File: config.mk
export PLATFORM = sky130hd
export DESIGN_NAME = bcd_counter_sseg
export DESIGN_NICKNAME = d
export VERILOG_FILES = /design/src/rtl/bcd_counter_sseg.sv
export SDC_FILE = /design/constraint.sdc
export NUM_CORES = 1
export LEC_CHECK = 0
export ABC_AREA = 1
export BUFFER_PORTS_ARGS = -buffer_cell sky130_fd_sc_hd__buf_4
export CAP_MARGIN = 30
export CORE_AREA = 5 5 82 84
export CTS_CLUSTER_DIAMETER = 100
export CTS_CLUSTER_SIZE = 16
export DETAILED_ROUTE_END_ITERATION = 10
export DIE_AREA = 0 0 87 89
export GPL_TIMING_DRIVEN = 1
export PLACE_DENSITY = 0.78
export SLEW_MARGIN = 20
export SYNTH_ARGS = -nofsm -noshare
export SYNTH_HDL_FRONTEND = slang
export SYNTH_SLANG_ARGS = --single-unit
File: constraint.sdc
create_clock -name clk -period 3.6 [get_ports clk]
set_clock_uncertainty 0.05 [all_clocks]
set_input_delay 0.36 -clock clk [delete_from_list [all_inputs] [get_ports clk]]
set_output_delay 0.36 -clock clk [all_outputs]
set_load 0.02 [all_outputs]
File: src/rtl/bcd_counter_sseg.sv
// rtl/bcd_counter_sseg.sv - four-digit up/down BCD counter with active-low segment outputs
module bcd_counter_sseg #(
   parameter int BLANK_LZ = 1
) (
   input  logic        clk,
   input  logic        reset,
   input  logic        inc,
   input  logic        dec,
   input  logic        clr,
   input  logic [3:0]  dp,
   output logic [15:0] bcd,
   output logic [7:0]  sseg3,
   output logic [7:0]  sseg2,
   output logic [7:0]  sseg1,
   output logic [7:0]  sseg0,
   output logic        ovf,
   output logic        unf
);

   localparam logic [7:0] SSEG_HI_RST = (BLANK_LZ != 0) ? 8'hFF : 8'hC0;

   // Request vector layout: bit 0 inc, bit 1 dec, bit 2 clr.
   logic [2:0] s1, s2, s3;
   logic [2:0] pulse;
   assign pulse = s2 & ~s3;

   always_ff @(posedge clk or posedge reset) begin
      if (reset) begin
         s1 <= 3'b000;
         s2 <= 3'b000;
         s3 <= 3'b000;
      end else begin
         s1 <= {clr, dec, inc};
         s2 <= s1;
         s3 <= s2;
      end
   end

   logic [15:0] bcd_inc, bcd_dec;
   logic        carry, borrow;

   // Ripple through digits; a leftover carry/borrow out of digit 3 is the wrap.
   always_comb begin
      bcd_inc = bcd;
      bcd_dec = bcd;
      carry   = 1'b1;
      borrow  = 1'b1;
      for (int i = 0; i < 4; i++) begin
         if (carry) begin
            if (bcd[4*i +: 4] == 4'd9) begin
               bcd_inc[4*i +: 4] = 4'd0;
            end else begin
               bcd_inc[4*i +: 4] = bcd[4*i +: 4] + 4'd1;
               carry = 1'b0;
            end
         end
         if (borrow) begin
            if (bcd[4*i +: 4] == 4'd0) begin
               bcd_dec[4*i +: 4] = 4'd9;
            end else begin
               bcd_dec[4*i +: 4] = bcd[4*i +: 4] - 4'd1;
               borrow = 1'b0;
            end
         end
      end
   end

   always_ff @(posedge clk or posedge reset) begin
      if (reset) begin
         bcd <= 16'h0000;
         ovf <= 1'b0;
         unf <= 1'b0;
      end else begin
         ovf <= 1'b0;
         unf <= 1'b0;
         if (pulse[2]) begin
            bcd <= 16'h0000;
         end else if (pulse[0] && !pulse[1]) begin
            bcd <= bcd_inc;
            ovf <= carry;
         end else if (pulse[1] && !pulse[0]) begin
            bcd <= bcd_dec;
            unf <= borrow;
         end
      end
   end

   function automatic logic [6:0] seg_enc(input logic [3:0] d);
      case (d)
         4'd0:    seg_enc = 7'h40;
         4'd1:    seg_enc = 7'h79;
         4'd2:    seg_enc = 7'h24;
         4'd3:    seg_enc = 7'h30;
         4'd4:    seg_enc = 7'h19;
         4'd5:    seg_enc = 7'h12;
         4'd6:    seg_enc = 7'h02;
         4'd7:    seg_enc = 7'h78;
         4'd8:    seg_enc = 7'h00;
         4'd9:    seg_enc = 7'h10;
         default: seg_enc = 7'h7F;
      endcase
   endfunction

   logic [3:0] blank;
   assign blank[3] = (BLANK_LZ != 0) && (bcd[15:12] == 4'd0);
   assign blank[2] = blank[3] && (bcd[11:8] == 4'd0);
   assign blank[1] = blank[2] && (bcd[7:4] == 4'd0);
   assign blank[0] = 1'b0;

   logic [3:0][7:0] sseg_q;

   // Decimal point is active-low and survives blanking.
   always_ff @(posedge clk or posedge reset) begin
      if (reset) begin
         sseg_q[3] <= SSEG_HI_RST;
         sseg_q[2] <= SSEG_HI_RST;
         sseg_q[1] <= SSEG_HI_RST;
         sseg_q[0] <= 8'hC0;
      end else begin
         for (int i = 0; i < 4; i++) begin
            sseg_q[i] <= {~dp[i], blank[i] ? 7'h7F : seg_enc(bcd[4*i +: 4])};
         end
      end
   end

   assign sseg3 = sseg_q[3];
   assign sseg2 = sseg_q[2];
   assign sseg1 = sseg_q[1];
   assign sseg0 = sseg_q[0];

endmodule

After elaboration in Yosys (flattened, before gate mapping):

Memory sizes are Yosys's and may differ from the RTL's. A register that Yosys moved wholly into a read port is not among the register bits.
Index checks and enable logic that the tools add are counted.

* ROM bits: 448
* memories kept: 4
* logic and storage cells: 94
* flip-flop bits (word level): 59

* $add $sub $neg: 8
* bitwise gates (word level): 6
* eq/ne operators: 7
* multiplexer cells: 39
* reductions and logical operators: 17

Memory list
* (no name shown): words 16, width 7, rd ports 1, clocked after memory_dff 1, wr ports 0, RTL line 89 `case (d)`
* (no name shown): words 16, width 7, rd ports 1, clocked after memory_dff 0, wr ports 0, RTL line 89
* (no name shown): words 16, width 7, rd ports 1, clocked after memory_dff 0, wr ports 0, RTL line 89
* (no name shown): words 16, width 7, rd ports 1, clocked after memory_dff 0, wr ports 0, RTL line 89

Operators by type and width (number)
* $mux 4: 14
* $mux 16: 3
* $mux 7: 3
* $mux 1: 19
* $add 4x1->4 const B: 4
* $eq 4x4->1 const B: 4
* $logic_not 4->1: 4
* $sub 4x1->4 const B: 4
* $reduce_bool 3->1: 4
* $ne 3x3->1 const B: 3
* $reduce_and 3->1: 3
* $logic_and 1x1->1: 4
* $not 1->1: 4
* $and 3x3->3: 1
* $not 3->3: 1
* $logic_not 1->1: 2

Logic depth before layout (Yosys ltp):

Gate-level depths: netlist of run 1.

* depth after elaboration: 8
* mapped depth: 10
* mapped depth without buffers: 10

Worst setup path before layout of run 1:

No wires, ideal clock.

* path kind: flip-flop to flip-flop
* start: register bcd[12]
* end: register bcd[14]
* cell stages (with the launch flop): 8
* arrival: 1.551 ns
* period minus slack after synthesis: 1.666 ns
* slack: 1.934 ns
* data required time: 3.485 ns
* buffers on the path: 0
* cell sequence: dfrtp_1 -> inv_1 -> ha_1 -> ha_1 -> nand3b_1 -> a21oi_1 -> nand2_1 -> nand2_1

* longest elaborated chain between the ends: 6
* elaborated cells between the ends (all ways): 11
* classes of those cells: add/sub (2); eq/ne (1); mux (7); reduce/logical (1)

Ends and longest elaborated chain
* from (decl): RTL line 11 `output logic [15:0] bcd,`
* from (signal assigned): RTL line 79 `bcd <= bcd_inc;`
* $sub 4x1->4 / $logic_not 4->1 (equally long branches): RTL line 61, 58
* $mux 4: RTL line 58 `if (bcd[4*i +: 4] == 4'd0) begin`
* $mux 4: RTL line 57 `if (borrow) begin`
* $mux 16: RTL line 81 `end else if (pulse[1] && !pulse[0]) begin`
* $mux 16 *: RTL line 78 `end else if (pulse[0] && !pulse[1]) begin`
* $mux 16 *: RTL line 76 `if (pulse[2]) begin`

Mark *: on every way between the ends. The rest lies on a longest branch, timed or not. The select of a mux whose other input is x is not followed.
A chain may end at the register's enable or synchronous reset.

Worst setup path in the final report of run 1:

* start: register bcd[12]
* end: register sseg_q (netlist bit sseg1[0])

* longest elaborated chain between the ends: 4

Ends and longest elaborated chain
* $logic_not 4->1: RTL line 105 `assign blank[3] = (BLANK_LZ != 0) && (bcd[15:12] == 4'd0);`
* $logic_and 1x1->1: RTL line 106 `assign blank[2] = blank[3] && (bcd[11:8] == 4'd0);`
* $logic_and 1x1->1: RTL line 107 `assign blank[1] = blank[2] && (bcd[7:4] == 4'd0);`
* $mux 7: RTL line 121 `sseg_q[i] <= {~dp[i], blank[i] ? 7'h7F : seg_enc(bcd[4*i +: 4])};`
* to (signal, indexed assignment): RTL line 121
* to (decl): RTL line 110 `logic [3:0][7:0] sseg_q;`

No other way between the ends.

==> flow_summary.ini, run 1 <==
[detailed_routing]
dr.pass1.iters = 4
drc = 0
vias = 2794
vias_per_cell = 5.29
ant_nets = 0
finalWirelength_um = 6940
drt-initial-drc-count = 185
wl_per_cell_um = 13.1

[placement]
place_congestion = 0.971
hpwl_um = 5080
portBuffers = 58

[floorplanning]
die_w_um = 87
core.rowCount = 28
die_h_um = 89
die-area_um2 = 7740
core_area_um2 = 5850
start_util_pct = 54.2
top_level_ports = 59

[sta]
timing.hold.ws_ps = -1.90
rsz0062_at_grt = no
setup_viol = 0
fmax_ghz = 0.525
fin_crit_sh_pct = 53.0
relSlewSlack_pct = 63.6
final-max-slew-violation-count = 0
hold_viol_final = 4
worst_pin_slew_ps = 540
fin_tns_setup_ps = 0
fin_crit_ps = 1910

[critical_path]
reg2reg_to = sseg1[0]$_DFF_PP1_
cp-endpoint = sseg1[0]$_DFF_PP1_
crit_buf_inv = 2
crit_family = simple AND/OR/NAND/NOR gates
crit_path_end_kind = register
reg2regPathDepth = 8
worstSetupPathType = register to register
cp.depth = 8
path_max_fanout = 8
path_cells = inv_1, ha_1, nand3_1, nor2_1, nand2_1, o21ai_1, inv_1, o21ai_1
timing.rr.start = bcd[12]$_DFFE_PP0P_
startpoint = bcd[12]$_DFFE_PP0P_
rrSetupSlack_ps = 1690
critPathMaxStageDelay_ps = 470
cp_slowest_cell = dfrtp_1
worst_ep_arrival_time_ps = 2130
required_ps = 3820
critPathLaunchType = register

[final_layout]
utilization_pct = 66.7
n_antenna_cell = 0
layout.nets = 481
syn2layout_area_growth_pct = 23.0
layout-drive-gt1-share_pct = 27.6

[clocking]
clock-sinks = 59
cts_resized = 0
cts_tree = done
postCtsHoldBufs = 0
htree_num_levels = 3
cts-buffers-inserted = 9
clock_path_buffers = 2
cts_setup_buffers = 0
insertion_delay_ps = 340
ctsRootBufferMaster = clkbuf_8
clk_pin_slew_ps = 60

[pwr]
peakVddDrop_v = 0.000522
leakage_nw = 2.05
p_per_area_nw_per_um2 = 972

[synthesis]
syn_area_per_cell_um2 = 8.28
yosys.cell_types.count = 27
synthArstFlopShare_pct = 100
yosys_register_bits = 59
yosys_most_used_dff = dfrtp_1
ys_seq_area_share_pct = 47.6
synth_cells = 383
netlist_area_um2 = 3170
synth_nets = 416
synth_edf_count = 0
yosysWarnings = 0

[global_routing]
grt_util_all_layers_pct = 19.7
antenna_found_initial = 0
first_global_vias = 2587
grt_first_pass_wirelength_um = 11900
overflow = 0
grt_max_degree = 32

[flow_run]
drv_cap = 0

[status]
violations = negative hold slack
status = finished with violations

[worst_hold_path]
hp-class = primary input to async pin
## where the power goes
part	total (mW)	internal, mW	switching [mW]
logic	1.93	0.738	1.19
clock network	0.631	0.374	0.257
registers	1.23	0.996	0.235
total	3.79	2.11	1.69
## final cells by class
class / count / area (um2)
repair buffers: 60 / 463
inverters: 46 / 175
well taps: 75 / 93.8
fillers: 479 / 1950
clock inverters: 4 / 47.5
flip-flops and latches: 59 / 1510
clock buffers: 12 / 165
multi-input cells: 272 / 1450
## cell usage after synthesis, drive strengths merged, types with 3 or more instances
cell type | n | area [um2]
a21oi | 9 | 45.0
buf | 6 | 38.8
dfrtp | 33 | 826
dfstp | 26 | 683
ha | 24 | 300
inv | 46 | 175
nand2 | 115 | 447
nand3 | 34 | 193
nand4 | 4 | 25.0
nor2 | 33 | 146
o211ai | 4 | 30.0
o21ai | 40 | 200
o221ai | 3 | 26.3
## layout by cell type (no fill, tap or decap), types with 3 or more instances in the layout
| master | n |
|---|---|
| a21oi_1 | 9 |
| buf_4 | 59 |
| clkbuf_8 | 12 |
| dfrtp_1 | 33 |
| dfstp_2 | 26 |
| ha_1 | 24 |
| inv_1 | 39 |
| inv_2 | 6 |
| nand2_1 | 109 |
| nand2_2 | 6 |
| nand3_1 | 31 |
| nand4_1 | 4 |
| nor2_1 | 28 |
| nor2_2 | 3 |
| o211ai_1 | 4 |
| o21ai_0 | 33 |
| o21ai_1 | 7 |
| o221ai_1 | 3 |
## layer usage
layer | vias up | track usage, % | part of all wire [%]
met3 | 12 | 5.62 | 6.7
met1 | 1321 | 24.2 | 42
met4 | 0 | 7.93 | 1.4
met2 | 97 | 32.8 | 50
met5 | - | 0 | 0
li1 | 1364 | - | -
## sequential cells by signal, indices dropped and copies added, names as in the netlist
signal	cells
bcd	16
sseg0	8
sseg1	8
sseg2	8
sseg3	8
s1	3
s2	3
s3	3
ovf	1
unf	1
## worst min-delay path by stage
stage / start / endpoint / cells after the start
after global routing: reset / bcd[15]$_DFFE_PP0P_ / 2
after global placement: s1[2]$_DFF_PP0_ / s2[2]$_DFF_PP0_ / 0
final: reset / bcd[7]$_DFFE_PP0P_ / 2
after detailed placement: s1[1]$_DFF_PP0_ / s2[1]$_DFF_PP0_ / 0
after floorplan: s1[0]$_DFF_PP0_ / s2[0]$_DFF_PP0_ / 0
after CTS: reset / bcd[7]$_DFFE_PP0P_ / 2
## through the flow
stage          area (um2)  hold WS (ps)  setup WS (ps)  total power, mW  std cells
2_1_floorplan        3170           281           1780             2.52        383
3_3_place_gp         3670           284           1820             3.10        511
3_5_place_dp         3690           286           1740             3.15        512
4_1_cts              3900          4.88           1700             3.81        528
5_1_grt              3900          44.0           1530             4.11        528
6_report             3900         -1.90           1690             3.79        528
## cells by family after synthesis
logic type	count (synthesis)	share of synthesized area [%]
adder cells (fa/ha/maj)	24	9.47
buffers and inverters	52	6.75
flip-flops	59	47.6
AO/OA/AOI/OAI	57	9.70
AND/OR/NAND/NOR	191	26.5
No activity file was read; power rests on OpenSTA's default activity.
==> inputs of run 2 (changes only) <==
clock period = 1.8 ns   (was 3.6 ns; I/O delays follow)
==> run 2 against run 1 <==
Critical path type unchanged. Largest power group unchanged. Combinational power increased by 130%. Design area is 4.8% higher. Critical endpoint is now bcd[14]$_DFFE_PP0P_. Sequential cell count unchanged. Sequential share of layout area fell by 1.8 points. First-iteration DRC count increased by 18%. The run now ends clean. Wire length grew 7.6%.
==> flow_summary.ini, run 2 (same netlist as run 1, synthesis figures left out) <==
[status]
status = complete, no violations

[clocking]
cts_tree = done
ctsRootBufferMaster = clkbuf_8
clk_pin_slew_ps = 70
insertion_delay_ps = 340
clock_path_buffers = 2
htree_num_levels = 3
cts-buffers-inserted = 9
clock-sinks = 59

[floorplanning]
die_h_um = 89
top_level_ports = 59
core_area_um2 = 5850
die-area_um2 = 7740
die_w_um = 87
core.rowCount = 28
start_util_pct = 54.2

[final_layout]
final_common_cell = nand2_1
top_register = bcd
layout.nets = 506
multi_input_area_um2 = 1460
seqCellArea_um2 = 1510
most-common-layout-cells = nand2_1 (109), buf_4 (76), inv_1 (36)
largest_reg_flops = 16
syn2layout_area_growth_pct = 29.0
fillCellCount = 464
stdcell_area_um2 = 4090
final_cells = 553
n_antenna_cell = 0
utilization_pct = 69.9
layout-drive-gt1-share_pct = 30.8

[critical_path]
crit_buf_inv = 1
path_cells = inv_1, ha_1, nand3_4, nor2_2, nand2_1, nand2_1, nand2_2, nor2_4, nand2_1, nand2_1
crit_path_end_kind = register
critPathLaunchType = register
crit_family = simple AND/OR/NAND/NOR gates
worstSetupPathType = register to register
worst_ep_arrival_time_ps = 1880
startpoint = bcd[5]$_DFFE_PP0P_
path_common_cell = nand2_1
critPathMaxStageDelay_ps = 400
cp_slowest_cell = dfrtp_1
path_max_fanout = 5
timing.rr.start = bcd[5]$_DFFE_PP0P_
required_ps = 2020

[sta]
fin_crit_ps = 1660
fmax_ghz = 0.604
final-max-slew-violation-count = 0
worst_pin_slew_ps = 490
fin_tns_setup_ps = 0
timing.hold.ws_ps = 299
hold_viol_final = 0
setup_viol = 0
relSlewSlack_pct = 67.0
rsz0062_at_grt = no
fin_crit_sh_pct = 92.0

[placement]
hpwl_um = 5210
dp_cells = 529
portBuffers = 58
place_congestion = 0.906
placed_area_um2 = 3820

[detailed_routing]
vias = 2917
dr.pass1.iters = 5
vias_per_cell = 5.27
wl_per_cell_um = 13.5
finalWirelength_um = 7470
drc = 0
drt-initial-drc-count = 219
ant_nets = 0

[worst_hold_path]
min-delay-start = s1[1]$_DFF_PP0_
hp-class = register to register

[pwr]
leakage_nw = 2.15
switching_share_pct = 44.7
p_seq_share_pct = 29.8
peakVddDrop_v = 0.00124
p_per_area_nw_per_um2 = 1900
cell_internal_pwr_mw = 4.29
p_clk_share_pct = 14.2
p_switching_mw = 3.47
combPwrFrac_pct = 56.0

[global_routing]
grt_max_degree = 60
met1_usage_pct = 25.5
antenna_found_initial = 0
grt_util_met2_pct = 35.5
gr-usage-met3_pct = 3.87
overflow = 0
grt_util_all_layers_pct = 21.0
first_global_vias = 2827
grt_first_pass_wirelength_um = 12700
top_usage_layer = met2

[flow_run]
drv_cap = 0
[run 2: cell count changes in the layout (fill, tap and decap cells not counted), moves of 2 or more]
cell	before	now
buf_4	59	76
clkbuf_1	0	2
dlygate4sd3_1	0	8
inv_1	39	36
inv_2	6	9
[run 2: cell type report]
type	instances	area share [%]
sequential	59	36.9
multi-input combinational	272	35.7
inverter	46	4.28
tap	75	2.29
clock inverter	2	0.245
clock buffer	14	4.22
timing repair buffer	85	16.4
[run 2: final timing paths]
kind                                       end  slack, ps  depth (start not counted)
setup / recovery           bcd[14]$_DFFE_PP0P_        140                         10
hold / removal                 s2[1]$_DFF_PP0_        300                          0
setup reg to reg           bcd[14]$_DFFE_PP0P_        140                         10
hold reg to reg                s2[1]$_DFF_PP0_        300                          0
max in group asynchronous   sseg3[5]$_DFF_PP1_        990                          4
min in group asynchronous   bcd[6]$_DFFE_PP0P_        410                          4
[run 2: power by group through the flow]
stage / combinational [mW] / sequential [mW] / clock, mW
after global placement: 4.16 / 2.30 / 0
after global routing: 4.83 / 2.38 / 1.19
after floorplan: 2.10 / 2.94 / 0
after detailed placement: 4.24 / 2.32 / 0
final: 4.35 / 2.31 / 1.10
after CTS: 4.33 / 2.30 / 1.12
[run 2: what timing repair did]
action,CTS,global route
setup endpoints to repair,0,14
endpoints found under the hold margin,40,0
buffers inserted,0,0
gates resized for setup,0,7
hold buffers,8,0
[run 2: layer usage]
layer	wire, um	share of wire (%)
met1	3120	42
met4	210	2.8
met5	0	0
met3	413	5.5
met2	3720	50
[run 2: per-stage QoR]
step,total power [mW],worst slack [ps]
after detailed placement,6.56,88.0
after floorplan,5.04,134
after global routing,8.40,7.14
final,7.76,144
after global placement,6.46,206
after CTS,7.76,45.3
[run 2: worst reg2reg max path, delay by kind of cell, from the launching register on]
kind	cells	cell delay, ps
AND/OR/NAND/NOR	8	790
buffers and inverters	1	120
flip-flops	1	400
adder cells (fa/ha/maj)	1	230
